--- config.mk ---
export PLATFORM = sky130hd
export DESIGN_NAME = alu_seq
export DESIGN_NICKNAME = d
export VERILOG_FILES = /design/src/rtl/alu_seq.sv
export SDC_FILE = /design/constraint.sdc
export NUM_CORES = 1
export LEC_CHECK = 0
export BUFFER_PORTS_ARGS = -buffer_cell sky130_fd_sc_hd__buf_2
export CORE_ASPECT_RATIO = 1.2
export CORE_MARGIN = 5
export CORE_UTILIZATION = 40
export CTS_BUF_LIST = sky130_fd_sc_hd__clkbuf_4 sky130_fd_sc_hd__clkbuf_8
export DETAILED_ROUTE_END_ITERATION = 6
export HOLD_SLACK_MARGIN = 0.08
export PLACE_DENSITY = 0.73
export SYNTH_ARGS = -nofsm -noshare
export SYNTH_HDL_FRONTEND = slang
export SYNTH_SLANG_ARGS = --single-unit
--- constraint.sdc ---
create_clock -name Clock -period 4.4 [get_ports Clock]
set_clock_uncertainty 0.2 [all_clocks]
set_input_delay 0 -clock Clock [delete_from_list [all_inputs] [get_ports Clock]]
set_output_delay 0 -clock Clock [all_outputs]
set_load 0.02 [all_outputs]
--- src/rtl/alu_seq.sv ---
// Purpose: control sequencer for one register-register ALU instruction on a single shared bus.
// Latency: start-sampling cycle to done-high cycle is 4 (binary), 3 (unary), 5 (wide mul/div).
// Backpressure: none; start is only sampled in IDLE, and a start seen while busy is dropped.
module alu_seq (
    input  logic        Clock,
    input  logic        clear,
    input  logic        start,
    input  logic [4:0]  opcode,
    input  logic [3:0]  ra,
    input  logic [3:0]  rb,
    input  logic [3:0]  rc,
    output logic        busy,
    output logic        done,
    output logic [4:0]  op,
    output logic [15:0] Rout,
    output logic [15:0] Rin,
    output logic        Yin,
    output logic        ZHighin,
    output logic        Zlowin,
    output logic        Zlowout,
    output logic        Zhighout,
    output logic        LOin,
    output logic        HIin
);

    localparam logic [2:0] S_IDLE   = 3'd0;
    localparam logic [2:0] S_LOAD_Y = 3'd1;
    localparam logic [2:0] S_EXEC   = 3'd2;
    localparam logic [2:0] S_WB_LO  = 3'd3;
    localparam logic [2:0] S_WB_HI  = 3'd4;
    localparam logic [2:0] S_DONE   = 3'd5;

    localparam logic [4:0] OP_MUL = 5'b01111;
    localparam logic [4:0] OP_DIV = 5'b10000;
    localparam logic [4:0] OP_NEG = 5'b10001;
    localparam logic [4:0] OP_NOT = 5'b10010;
    localparam logic [4:0] OP_NOP = 5'b00000;

    logic [2:0]  r_state;
    logic [2:0]  w_state_nxt;
    logic [4:0]  r_opcode;
    logic [3:0]  r_ra;
    logic [3:0]  r_rb;
    logic [3:0]  r_rc;

    logic        w_accept;
    logic        w_unary_in;
    logic        w_wide;
    logic [15:0] w_ra_sel;
    logic [15:0] w_rb_sel;
    logic [15:0] w_rc_sel;

    // A new instruction is only taken from IDLE; unary-ness is judged on the incoming opcode
    // because it decides the very first transition.
    assign w_accept   = (r_state == S_IDLE) && start;
    assign w_unary_in = (opcode == OP_NEG) || (opcode == OP_NOT);
    // Wide results (mul/div) are 32 bits and go to LO/HI rather than to the register file.
    assign w_wide     = (r_opcode == OP_MUL) || (r_opcode == OP_DIV);

    // One-hot register selects from the latched indices; shifting a single 1 keeps them one-hot
    // by construction, so ra/rb/rc aliasing each other needs no special handling.
    assign w_ra_sel = 16'h0001 << r_ra;
    assign w_rb_sel = 16'h0001 << r_rb;
    assign w_rc_sel = 16'h0001 << r_rc;

    // State register and instruction-field latch; clear wins over everything, including start.
    always_ff @(posedge Clock) begin
        if (clear) begin
            r_state  <= S_IDLE;
            r_opcode <= 5'd0;
            r_ra     <= 4'd0;
            r_rb     <= 4'd0;
            r_rc     <= 4'd0;
        end else begin
            r_state <= w_state_nxt;
            if (w_accept) begin
                r_opcode <= opcode;
                r_ra     <= ra;
                r_rb     <= rb;
                r_rc     <= rc;
            end
        end
    end

    // Next-state logic; unused encodings fall back to IDLE.
    always_comb begin
        w_state_nxt = S_IDLE;
        case (r_state)
            S_IDLE: begin
                if (start) begin
                    w_state_nxt = w_unary_in ? S_EXEC : S_LOAD_Y;
                end else begin
                    w_state_nxt = S_IDLE;
                end
            end
            S_LOAD_Y: w_state_nxt = S_EXEC;
            S_EXEC:   w_state_nxt = S_WB_LO;
            S_WB_LO:  w_state_nxt = w_wide ? S_WB_HI : S_DONE;
            S_WB_HI:  w_state_nxt = S_DONE;
            S_DONE:   w_state_nxt = S_IDLE;
            default:  w_state_nxt = S_IDLE;
        endcase
    end

    // Moore output decode; each state drives at most one bus source, and IDLE drives nothing.
    always_comb begin
        busy     = 1'b0;
        done     = 1'b0;
        op       = OP_NOP;
        Rout     = 16'h0000;
        Rin      = 16'h0000;
        Yin      = 1'b0;
        ZHighin  = 1'b0;
        Zlowin   = 1'b0;
        Zlowout  = 1'b0;
        Zhighout = 1'b0;
        LOin     = 1'b0;
        HIin     = 1'b0;
        case (r_state)
            S_IDLE: begin
                busy = 1'b0;
            end
            S_LOAD_Y: begin
                busy = 1'b1;
                Rout = w_rb_sel;
                Yin  = 1'b1;
            end
            S_EXEC: begin
                busy    = 1'b1;
                Rout    = w_rc_sel;
                op      = r_opcode;
                ZHighin = 1'b1;
                Zlowin  = 1'b1;
            end
            S_WB_LO: begin
                busy    = 1'b1;
                Zlowout = 1'b1;
                if (w_wide) begin
                    LOin = 1'b1;
                end else begin
                    Rin = w_ra_sel;
                end
            end
            S_WB_HI: begin
                busy     = 1'b1;
                Zhighout = 1'b1;
                HIin     = 1'b1;
            end
            S_DONE: begin
                busy = 1'b1;
                done = 1'b1;
            end
            default: begin
                busy = 1'b0;
            end
        endcase
    end

endmodule

### Word-level counts from Yosys, hierarchy flattened

Index checks and enable logic that the tools add are counted.

| storage, ports and cells | value |
|---|---|
| register bits after elaboration | 20 |
| latch bits | 0 |
| RAM bits | 0 |
| memory bits (read-only) | 0 |
| input bits | 20 |
| output and inout bits | 46 |
| logic and storage cells | 38 |
| memories | 0 |

| operators by class | value |
|---|---|
| add/subtract/negate cells | 0 |
| multiply operators | 0 |
| div/mod/pow operators | 0 |
| order comparisons | 0 |
| eq/ne operators | 9 |
| shifts and indexed selects | 3 |
| multiplexer cells | 16 |
| bitwise operators | 0 |
| reduce and logical (&&, ||, !) cells | 5 |

Operator list:

| kind | count |
|---|---|
| << shifter 1 x 4 -> 16 bit (first input constant) | 3 |
| 2-to-1 mux 16 bit | 2 |
| case mux 16 bit (2 select lines) | 1 |
| equality test 5 bit (second input constant) | 3 |
| case mux 3 bit (5 select lines) | 1 |
| 2-to-1 mux 1 bit | 9 |
| equality test 3 x 2 -> 1 bit (second input constant) | 2 |
| equality test 3 bit (second input constant) | 2 |
| equality test 5 x 4 -> 1 bit (second input constant) | 1 |
| 2-to-1 mux 5 bit | 1 |
| OR reduction 5 bit | 1 |
| 2-to-1 mux 2 bit | 2 |
| equality test 3 x 1 -> 1 bit (second input constant) | 1 |
| logical NOT 3 bit | 1 |
| logical OR 1 bit | 2 |
| logical AND 1 bit | 1 |

### Logic depth before layout (Yosys ltp)

Gate-level depths: netlist (run 1).

| depth | value |
|---|---|
| depth after elaboration | 5 |
| depth in mapped cells | 6 |
| gate-level depth less buffers | 4 |

### Worst setup path after synthesis (run 1)

OpenSTA, ideal clock, no wires.

| path | value |
|---|---|
| path type | reg-to-output |
| start | register r_state[0] |
| end | output Rin[8] |
| arrival | 1.862 ns |
| data required time | 4.200 ns |
| setup slack | 2.338 ns |
| cell stages (with the launch flop) | 6 |
| buffers on the path | 1 |
| cell sequence | dfxtp_1 -> buf_4 -> nand2_1 -> nor2_1 -> nand4b_1 -> nor3_1 |

| between the ends | value |
|---|---|
| word-level cells in the longest chain between the ends | 2 |

RTL lines:

| what | line | source |
|---|---|---|
| from (decl) | 39 | `logic [2:0] r_state;` |
| from (signal assigned) | 75 | `r_state <= w_state_nxt;` |
| equality test 3 x 2 -> 1 bit | 119 | `case (r_state)` |
| 2-to-1 mux 16 bit | 119 |  |
| to (decl) | 16 | `output logic [15:0] Rin,` |

No other way between the ends.

### Worst setup path after layout (run 1)

| path | value |
|---|---|
| start | register r_state[2] |
| end | register r_rc[0] |

| between the ends | value |
|---|---|
| word-level cells in the longest chain between the ends | 2 |

RTL lines:

| what | line | source |
|---|---|---|
| logical NOT 3 bit | 55 | `assign w_accept = (r_state == S_IDLE) && start;` |
| logical AND 1 bit | 55 |  |
| to (signal assigned) | 80 | `r_rc <= rc;` |
| to (decl) | 44 | `logic [3:0] r_rc;` |

No other way between the ends.
A chain may end at the register's enable or synchronous reset.

==> reports/results.tsv, run 1 <==
stage	metric	value	unit
worst_setup_path	CP Launch Type	register	
cts	hold_buf cts	51	
worst_setup_path	kind of critical path	reg -> reg	
synthesis	Synth Area in Adders	0	
power	Pwr Density	289	nW/um^2
power	peak supply drop	0.233	mV
routing	antenna viol nets, final	0	
worst_setup_path	Setup crit start	r_state[2]$_SDFF_PP0_	
routing	met2 wire length	2.13	mm
cts	Root Driver	clkbuf_4	
place	placed instance count	260	
synthesis	yosys warns	0	
worst_setup_path	Max FO, Critical Path	18	
routing	M1 WL	1.51	mm
sta	fmax	323	MHz
sta	post-route setup TNS	0	ns
layout	Final nets	302	
cts	CTS Buf Count	3	
synthesis	main combinational cell family by area after synthesis	simple AND/OR/NAND/NOR gates	
synthesis	Syn Area/Cell	6.95	um^2
floorplan	Core Rows	21	
synthesis	count of cell types in the netlist	29	
job	number of max-cap violations	0	
layout	Area growth syn-to-layout	70.2	%
floorplan	starting density of the core	0.422	
cts	Reg clk slew, reported paths	0.11	ns
layout	layout cell share with drive strength beyond 1	0.261	
place	dpl hpwl	2.35	mm
routing	DRT iter0 DRCs	54	
global_route	total gr overflow	0	
cts	clk sinks	20	
routing	Vias	1569	
sta	RSZ-0062 raised after global routing	no	
routing	highest metal used	met4	
power	Leak Pwr	0.944	nW
synthesis	FF+latch count, synth	20	
worst_setup_path	worst-path cell chain	nor4b_4 -> nand2_1 -> dlygate4sd3_1 -> a21oi_1 -> dlygate4sd3_1	
floorplan	Die X	59.9	um
routing	first-pass iteration count of the detailed router	4	
routing	DRC viols	0	
floorplan	Die Span Y	69.9	um
synthesis	multiplexer share of the synthesized area	0.0429	
layout	ANT cells	0	
synthesis	Synth Area in XOR/XNOR	0.0146	
global_route	vias in the first global route	1494	
sta	final hold viol count	0	
global_route	All-Layer GR Usage	0.191	
worst_setup_path	Worst EP arrival	3.15	ns
sta	Worst Max-Slew Pin Slew	0.947	ns
synthesis	top-area cell type share of the netlist area	0.335	
cts	post-CTS setup repair buffer count	0	
synthesis	post-synthesis simple-gate area fraction	0.451	
synthesis	synth top area cells	dfxtp_1 33%, nand2_1 13%, nor2_1 11%, a21oi_1 8.8%, mux2i_1 3.3%	
sta	Rel. slew slack	0.366	
layout	non-filler cells, final	314	
hold_path	Min-Delay Path Class	in -> reg	
routing	WL final	3.96	mm
worst_setup_path	crit end category	register	
floorplan	core area	2840	um^2
worst_setup_path	worst r2r src	r_state[2]$_SDFF_PP0_	
cts	CTS H-tree depth	1	
synthesis	Compound-Gate Fraction of Synth Area	0.106	
routing	Vias per Instance	5.00	
synthesis	Post-Syn Area	1200	um^2
floorplan	number of top-level pins	66	
hold_path	HP Start	clear	
sta	Slew Limit Fails	0	
synthesis	post-synthesis sequential area ratio	0.335	
routing	met3 WL	249	um
global_route	initial antenna violation count	0	
worst_setup_path	CP required	4.45	ns
place	Buffers on Ports	65	
synthesis	post-synthesis net count	192	
run_status	status	complete, no violations	
sta	Final Critical Period	3.10	ns
cts	TritonCTS clock tree	done	
worst_setup_path	Most common cell on crit path	dlygate4sd3_1	
worst_setup_path	critical path's slowest cell	nor4b_4	
synthesis	Yosys top cell by area	dfxtp_1	
floorplan	Die Area	4190	um^2
routing	WL/cell	12.6	um
cts	clock tree buffer depth	2	
sta	Period Utilization, post-route	0.705	
cts	clk_lat worst skew	0.30	ns
cts	post-cts resize count	0	
global_route	first-pass GRT wire length	6.40	mm
worst_setup_path	CP max stage delay	0.91	ns
place	RePlAce Congestion	0.712	
synthesis	Cells after Synth	172	
sta	# setup viols final	0	
global_route	largest net degree at the start of global routing	19	
## cells in the final DEF, fill, tap and decap left out, types with 3 or more instances in the layout
master | synthesis | layout
a21oi_1 | 21 | 21
and2_1 | 6 | 6
dlygate4sd3_1 | 0 | 51
clkbuf_4 | 0 | 3
mux2i_1 | 4 | 4
nor2_1 | 34 | 34
nand3b_1 | 3 | 3
dfxtp_1 | 20 | 20
nor3_1 | 6 | 6
buf_2 | 1 | 65
nand2b_1 | 5 | 5
nand2_1 | 42 | 42
## per-layer routing
| layer | GRT usage | vias up |
|---|---|---|
| met5 | 0 | - |
| met2 | 0.352 | 53 |
| met3 | 0.0295 | 7 |
| met1 | 0.209 | 724 |
| met4 | 0.0739 | 0 |
| li1 | - | 785 |
## critical path, delay by kind of cell (launching register included)
| family | cells | cell delay [ns] |
|---|---|---|
| AO/OA/AOI/OAI | 1 | 0.15 |
| buffers and inverters | 2 | 1.18 |
| flip-flops | 1 | 0.47 |
| AND/OR/NAND/NOR | 2 | 1.05 |
## registers in the layout (all words and copies together) (netlist names)
| register | count |
|---|---|
| r_opcode | 5 |
| r_ra | 4 |
| r_rb | 4 |
| r_rc | 4 |
| r_state | 3 |
## through the flow
step	util	setup WS (ns)	instance area (um^2)	hold slack (ns)	total power, W
finish	0.717	1.30	2040	0.0706	0.000589
detailed placement	0.530	2.14	1500	0.0487	0.000434
global placement	0.530	2.19	1500	0.0436	0.000431
global route	0.717	1.11	2040	0.0962	0.000627
floorplan	-	2.34	1200	-0.0640	0.000390
CTS	0.717	1.39	2040	0.0837	0.000581
## synthesized netlist by cell type, drive strengths merged
library cell,count
mux2i,4
nand2,42
buf,7
or3b,2
a21oi,21
nor4b,3
mux2,1
o22a,1
and4b,1
nor3b,2
nand4,1
and2,6
nand3,1
nand4b,2
dfxtp,20
nand3b,3
xnor2,2
nor2,34
a211oi,1
and3b,1
o21ai,1
nand2b,5
or2,1
clkbuf,4
nor3,6
## logic make-up after synthesis
group,after synthesis
buf+inv,11
xor+xnor,2
simple gates,110
flops,20
compound gates,24
mux,5
## path summary, 6_finish.rpt
kind         depth (start not counted)               endpoint  slack, ns
max reg2reg                          5   r_rc[0]$_SDFFE_PP0P_       1.30
max                                  5   r_rc[0]$_SDFFE_PP0P_       1.30
min reg2reg                          3  r_state[0]$_SDFF_PP0_       0.57
min                                  3  r_state[2]$_SDFF_PP0_       0.07
## cell type report
type                    instances  area (um^2)
multi-input cells             141          734
repair buffers                116          836
fillers                       251          802
flip-flops and latches         20          400
clock buffers                   3         22.5
well taps                      34         42.5
## power breakdown
part | internal, W | leakage, nW | switching, W
Combinational | 0.000130 | 0.767 | 0.000134
Sequential | 0.000205 | 0.164 | 0.0000343
Clock | 0.0000319 | 0.0138 | 0.0000535
Note: power is estimated with default switching activity, not from simulation.
==> inputs of run 2 (changes only) <==
- ABC_AREA: unset -> 1
- PLACE_DENSITY: 0.73 -> 0.76
- clock period: 4.4 -> 2.7 ns (I/O delays scaled with it)
==> run 2 against run 1 <==
Compared with the run above:
- combinational power increased by 50%
- sequential power increased by 59%
- count of clock-buffer cells in the layout increased by 1
- synthesized cell count increased by 17%
- total power increased by 61%
- highest routed layer unchanged
==> reports/results.tsv, run 2 <==
stage	metric	value	unit	change
cts	clock tree buffer depth	2		unchanged
routing	met3 WL	291	um	+17%
power	Leak Pwr	0.934	nW	-1.2%
synthesis	top_reg_cell synth	dfxtp_1		
cts	CTS H-tree depth	1		unchanged
global_route	initial antenna violation count	0		unchanged
synthesis	post-synthesis net count	221		+15%
synthesis	synth top area cells	dfxtp_1 33%, nor2_1 16%, nand2_1 8.7%, nand3_1 7.4%, inv_1 7.4%		
layout	multi-input logic area	676	um^2	-8.0%
worst_setup_path	crit end category	register		
cts	clk sinks	20		unchanged
global_route	All-Layer GR Usage	0.169		-0.0224
synthesis	count of cell types in the netlist	19		-34%
worst_setup_path	Worst EP arrival	2.22	ns	-0.93 ns
routing	Vias per Instance	4.62		-7.5%
layout	Final nets	304		+0.66%
global_route	first-pass GRT wire length	5.77	mm	-9.8%
cts	post-CTS setup repair buffer count	0		unchanged
worst_setup_path	CP Launch Type	input pin		
layout	max reg flops	5		unchanged
routing	WL final	3.33	mm	-16%
cts	post-cts resize count	0		unchanged
layout	Area growth syn-to-layout	46.9	%	
worst_setup_path	r2r worst-path depth	7		+2
routing	highest metal used	met4		
cts	Reg clk slew, reported paths	0.11	ns	about the same
cts	Root Driver	clkbuf_4		
synthesis	Commonest cells post-synth	52 x nor2_1, 28 x nand2_1, 24 x inv_1		
synthesis	FF+latch count, synth	20		unchanged
layout	fill count	291		+16%
floorplan	starting density of the core	0.404		-0.0174
floorplan	Die Area	4240	um^2	+1.1%
routing	M1 WL	1.39	mm	-7.6%
power	peak supply drop	0.433	mV	+86%
synthesis	top-area cell type share of the netlist area	0.330		-0.00449
synthesis	Yosys top cell by area	dfxtp_1		
layout	Biggest register	r_opcode		
floorplan	Die X	60.3	um	+0.56%
sta	final hold viol count	0		unchanged
routing	antenna viol nets, final	0		unchanged
job	number of max-cap violations	0		unchanged
synthesis	post-synthesis sequential area ratio	0.330		-0.00449
routing	first-pass iteration count of the detailed router	4		unchanged
worst_setup_path	CP required	2.71	ns	-1.74 ns
sta	Final Critical Period	2.21	ns	
floorplan	Core Rows	22		+4.8%
sta	fmax	452	MHz	
hold_path	WHS Path Cells	3		unchanged
synthesis	Cells after Synth	201		+17%
layout	layout cell share with drive strength beyond 1	0.293		+0.0326
layout	register area	400	um^2	unchanged
sta	# setup viols final	0		unchanged
hold_path	Min-Delay Path Class	in -> reg		
synthesis	Post-synth EDFFs	0		unchanged
floorplan	core area	3000	um^2	+5.7%
routing	met2 wire length	1.60	mm	-25%
layout	ANT cells	0		unchanged
synthesis	Syn Area/Cell	6.03	um^2	-13%
routing	DRT iter0 DRCs	18		-67%
place	Buffers on Ports	65		unchanged
routing	DRC viols	0		unchanged
layout	most common cell after layout, fill and taps aside	buf_2		
worst_setup_path	Max FO, Critical Path	2		-16
worst_setup_path	reg2reg setup slack	1.00	ns	-0.30 ns
cts	clk_lat worst skew	0.30	ns	about the same
run_status	status	complete, no violations		
sta	RSZ-0062 raised after global routing	no		
power	Pwr Density	532	nW/um^2	+84%
synthesis	Post-Syn Area	1210	um^2	+1.4%
sta	post-route setup TNS	0	ns	unchanged
worst_setup_path	kind of critical path	in -> reg		
cts	CTS Buf Count	3		unchanged
synthesis	top-count cell post-synth	nor2_1		
layout	highest-count cells in the layout ignoring fill and taps	65 x buf_2, 52 x nor2_1, 28 x nand2_1		
floorplan	number of top-level pins	66		unchanged
sta	Rel. slew slack	0.648		+0.282
power	total power	0.000947	W	+61%
sta	Slew Limit Fails	0		unchanged
routing	Vias	1475		-6.0%
routing	WL/cell	10.4	um	-17%
sta	Worst Max-Slew Pin Slew	0.527	ns	-0.420 ns
floorplan	Die Span Y	70.3	um	+0.58%
synthesis	ys async rst share	0		unchanged
sta	Period Utilization, post-route	0.820		
synthesis	yosys warns	0		unchanged
global_route	vias in the first global route	1355		-9.3%
cts	TritonCTS clock tree	done		
place	RePlAce Congestion	0.771		+8.4%
place	dpl hpwl	2.47	mm	+5.1%
global_route	largest net degree at the start of global routing	35		+16
global_route	total gr overflow	0		unchanged
-- run 2: stage by stage --
stage                     setup WS [ns]  utilization  cell area [um^2]  std cells  hold slack, ns
final                             0.486        0.593              1780        319           0.134
after global routing              0.348        0.593              1780        319           0.176
after CTS                         0.511        0.593              1780        319           0.114
after detailed placement           1.04        0.515              1540        295        -0.00971
after global placement             1.05        0.515              1540        295        -0.00963
after floorplan                    1.08            -              1210        201          -0.131
-- run 2: power by group --
group,leakage [nW],switching [W],internal (W)
registers,0.165,0.0000363,0.000344
clock network,0.0210,0.0000873,0.0000822
logic,0.747,0.000265,0.000132
-- run 2: cell families (layout without fill, tap and decap cells) --
| family | Yosys count | in the layout | synth area share |
|---|---|---|---|
| AND/OR/NAND/NOR | 108 | 108 | 0.381 |
| AO/OA/AOI/OAI | 40 | 40 | 0.176 |
| buffers and inverters | 33 | 115 | 0.112 |
| flip-flops | 20 | 20 | 0.330 |
-- run 2: area by class of cell --
| cell class | instances | area share |
|---|---|---|
| multi-input combinational | 148 | 0.379 |
| timing repair buffer | 85 | 0.295 |
| sequential | 20 | 0.225 |
| inverter | 26 | 0.0548 |
| tap | 36 | 0.0253 |
| clock buffer | 4 | 0.0204 |
-- run 2: worst paths after layout --
path,startpoint,end
hold reg to reg,r_rb[2]$_SDFFE_PP0P_,r_rb[2]$_SDFFE_PP0P_
setup / recovery,opcode[2],r_state[0]$_SDFF_PP0_
hold / removal,start,r_opcode[3]$_SDFFE_PP0P_
setup reg to reg,r_state[1]$_SDFF_PP0_,r_state[0]$_SDFF_PP0_
-- run 2: critical path, stage by stage --
cell and delay (ns):
dlygate4sd3_1 0.53, buf_2 0.12, inv_1 0.04, nand2_1 0.05, nor2_1 0.08, dlygate4sd3_1 0.55, nand2_1 0.05, dlygate4sd3_1 0.57
nand2_1 0.06, nand2_1 0.05, nor2_1 0.08, nor2_1 0.04
-- run 2: timing repair --
item	CTS	global route
hold endpoints to repair	20	0
hold buffers	20	0
setup endpoints to repair	0	0
-- run 2: per-layer routing --
layer  up-vias  GRT usage
li1        795          -
met4         0     0.0443
met2        48      0.292
met3         5     0.0425
met1       627      0.201
met5         -          0
==> inputs of run 3 (changes only) <==
- PLACE_DENSITY: 0.76 -> 0.73
- clock period: 2.7 -> 2.1 ns (I/O delays scaled with it)
==> run 3 against run 2 <==
Compared with the run above:
- clock power about the same
- sequential power increased by 29%
- sequential share of layout area fell by 1.3 points
- critical path depth decreased by 5
- final cell count grew 2.8%
- via count grew 3.7%
- non-clock buffer count is 10 higher
- wire length rose by 4.3%
- largest power group unchanged
- highest routed layer unchanged
==> reports/results.tsv, run 3 (same netlist as run 2, synthesis figures left out) <==
stage	metric	value	unit	change
sta	Period Utilization, post-route	0.932		
power	peak supply drop	0.398	mV	-8.1%
routing	DRT iter0 DRCs	43		+25
sta	worst hold slack	0.217	ns	+0.0835 ns
worst_setup_path	worst r2r src	r_state[0]$_SDFF_PP0_		
cts	clock tree buffer depth	2		unchanged
power	switch share	0.415		+0.00496
layout	most common cell after layout, fill and taps aside	buf_2		
global_route	largest net degree at the start of global routing	24		-31%
run_status	status	complete, no violations		
power	Leak Pwr	0.990	nW	+6.1%
worst_setup_path	reg2reg setup slack	0.16	ns	-0.84 ns
layout	fill count	305		+4.8%
worst_setup_path	kind of critical path	reg -> out		
worst_setup_path	CP max stage delay	0.40	ns	-0.17 ns
sta	Worst Max-Slew Pin Slew	0.431	ns	-0.0963 ns
routing	WL final	3.47	mm	+4.3%
floorplan	Core Rows	22		unchanged
cts	Reg clk slew, reported paths	0.10	ns	about the same
floorplan	Die Span Y	70.3	um	unchanged
layout	final cell area excluding filler cells	1890	um^2	+5.9%
worst_setup_path	Top delay family on crit path	simple AND/OR/NAND/NOR gates		
cts	post-CTS setup repair buffer count	0		unchanged
floorplan	Die Area	4240	um^2	unchanged
power	sequential share of power	0.397		-0.005
routing	first-pass iteration count of the detailed router	4		unchanged
sta	# setup viols final	0		unchanged
power	Pwr Density	657	nW/um^2	+24%
job	number of max-cap violations	0		unchanged
power	Switch Pwr	0.000515	W	+32%
worst_setup_path	crit end category	output pin		
hold_path	Min-Delay Path Class	in -> reg		
floorplan	number of top-level pins	66		unchanged
floorplan	Die X	60.3	um	unchanged
worst_setup_path	worst path bufs/invs	2		-3
worst_setup_path	worst-path cell chain	inv_2 -> nor2_2 -> nand2_4 -> o21ai_0 -> nand2_2 -> nor2_1 -> buf_2		
layout	highest-count cells in the layout ignoring fill and taps	65 x buf_2, 51 x nor2_1, 29 x dlygate4sd3_1		
hold_path	WHS Path Cells	3		unchanged
hold_path	HP Start	clear		
sta	final hold viol count	0		unchanged
layout	layout cell share with drive strength beyond 1	0.295		+0.00123
layout	Biggest register	r_opcode		
cts	CTS Buf Count	3		unchanged
global_route	vias in the first global route	1442		+6.4%
layout	non-filler cells, final	328		+2.8%
layout	register area	400	um^2	unchanged
floorplan	starting density of the core	0.404		unchanged
cts	CTS H-tree depth	1		unchanged
routing	WL/cell	10.6	um	+1.5%
worst_setup_path	r2r endpoint	r_rb[1]$_SDFFE_PP0P_		
worst_setup_path	CP Launch Type	register		
global_route	initial antenna violation count	0		unchanged
place	Buffers on Ports	65		unchanged
sta	fmax	511	MHz	
place	dpl hpwl	2.51	mm	+1.5%
routing	antenna viol nets, final	0		unchanged
sta	Rel. slew slack	0.712		+0.0643
routing	DRC viols	0		unchanged
layout	Area growth syn-to-layout	55.5	%	
layout	ANT cells	0		unchanged
hold_path	worst hold endpoint	r_state[2]$_SDFF_PP0_		
layout	multi-input logic area	697	um^2	+3.1%
power	total power	0.00124	W	+31%
power	Pint	0.000724	W	+30%
global_route	All-Layer GR Usage	0.170		+0.000674
cts	clk sinks	20		unchanged
sta	Slew Limit Fails	0		unchanged
worst_setup_path	Worst EP arrival	1.76	ns	-0.46 ns
cts	Root Driver	clkbuf_4		
cts	clk_lat worst skew	0.29	ns	about the same
worst_setup_path	r2r worst-path depth	5		-2
layout	Final nets	314		+3.3%
routing	Vias	1530		+3.7%
power	clock power share	0.140		-0.039
global_route	total gr overflow	0		unchanged
place	RePlAce Congestion	0.762		-1.1%
sta	Final Critical Period	1.96	ns	
worst_setup_path	CP required	1.90	ns	-0.81 ns
global_route	first-pass GRT wire length	5.78	mm	+0.24%
power	Logic pwr share	0.463		+0.044
floorplan	core area	3000	um^2	unchanged
worst_setup_path	Max FO, Critical Path	16		+14
routing	Vias per Instance	4.66		+0.88%
worst_setup_path	critical path's slowest cell	dfxtp_1		
place	dpl cell area	1550	um^2	+0.49%
place	placed instance count	296		+0.34%
layout	max reg flops	5		unchanged
cts	TritonCTS clock tree	done		
## run 3: changes by cell type in the layout (fill, tap and decap cells not counted), sizes merged
cell	before	now
dlygate4sd3	20	29
buf	65	66
clkbuf	4	3
## run 3: per-layer routing
metal | track usage | part of all wire | vias to the layer above
met2 | 0.317 | 0.53 | 39
met5 | 0 | 0 | -
met4 | 0.0616 | 0.0098 | 0
met1 | 0.188 | 0.40 | 672
met3 | 0.0166 | 0.062 | 2
li1 | - | - | 817
## run 3: per-stage QoR
stage	utilization	TNS, ns	worst slack [ns]
final	0.628	0	0.143
after global routing	0.628	-0.00642	-0.00356
after CTS	0.621	0	0.0299
after detailed placement	0.517	0	0.437
after global placement	0.517	0	0.488
after floorplan	-	0	0.480
## run 3: final cells by class
cell class | count | share of cell area
clock buffers | 3 | 0.0119
multi-input cells | 148 | 0.370
well taps | 36 | 0.0239
flip-flops and latches | 20 | 0.212
inverters | 26 | 0.0518
repair buffers | 95 | 0.330
## run 3: worst max path at each step
stage               slack (ns)                    to  cells after the start                  start
floorplan                 0.48               Rout[0]                      7  r_state[2]$_SDFF_PP0_
global placement          0.49  r_rc[3]$_SDFFE_PP0P_                      5  r_state[0]$_SDFF_PP0_
detailed placement        0.44               Rout[1]                      7  r_state[1]$_SDFF_PP0_
CTS                       0.03  r_rb[2]$_SDFFE_PP0P_                      5  r_state[0]$_SDFF_PP0_
global route            -0.004               Rout[7]                      7  r_state[0]$_SDFF_PP0_
finish                    0.14               Rout[1]                      7  r_state[1]$_SDFF_PP0_
## run 3: timing repair
item                       in CTS  in global routing
setup endpoints to repair       0                 25
hold endpoints to repair       20                  0
gates resized for setup         0                  5
hold buffers                   29                  0
## run 3: worst register-to-register path, cell delays in order (launching register included)
cell and delay (ns):
dfxtp_1 0.39, nor2_2 0.18, nand3_4 0.22, o21ai_0 0.22
a21oi_1 0.06, dlygate4sd3_1 0.57
## run 3: power by group through the flow
stage	clock (W)	combinational [W]	sequential [W]
finish	0.000173	0.000574	0.000492
global route	0.000190	0.000653	0.000501
CTS	0.000178	0.000556	0.000488
detailed placement	0	0.000490	0.000497
global placement	0	0.000485	0.000494
floorplan	0	0.000383	0.000488
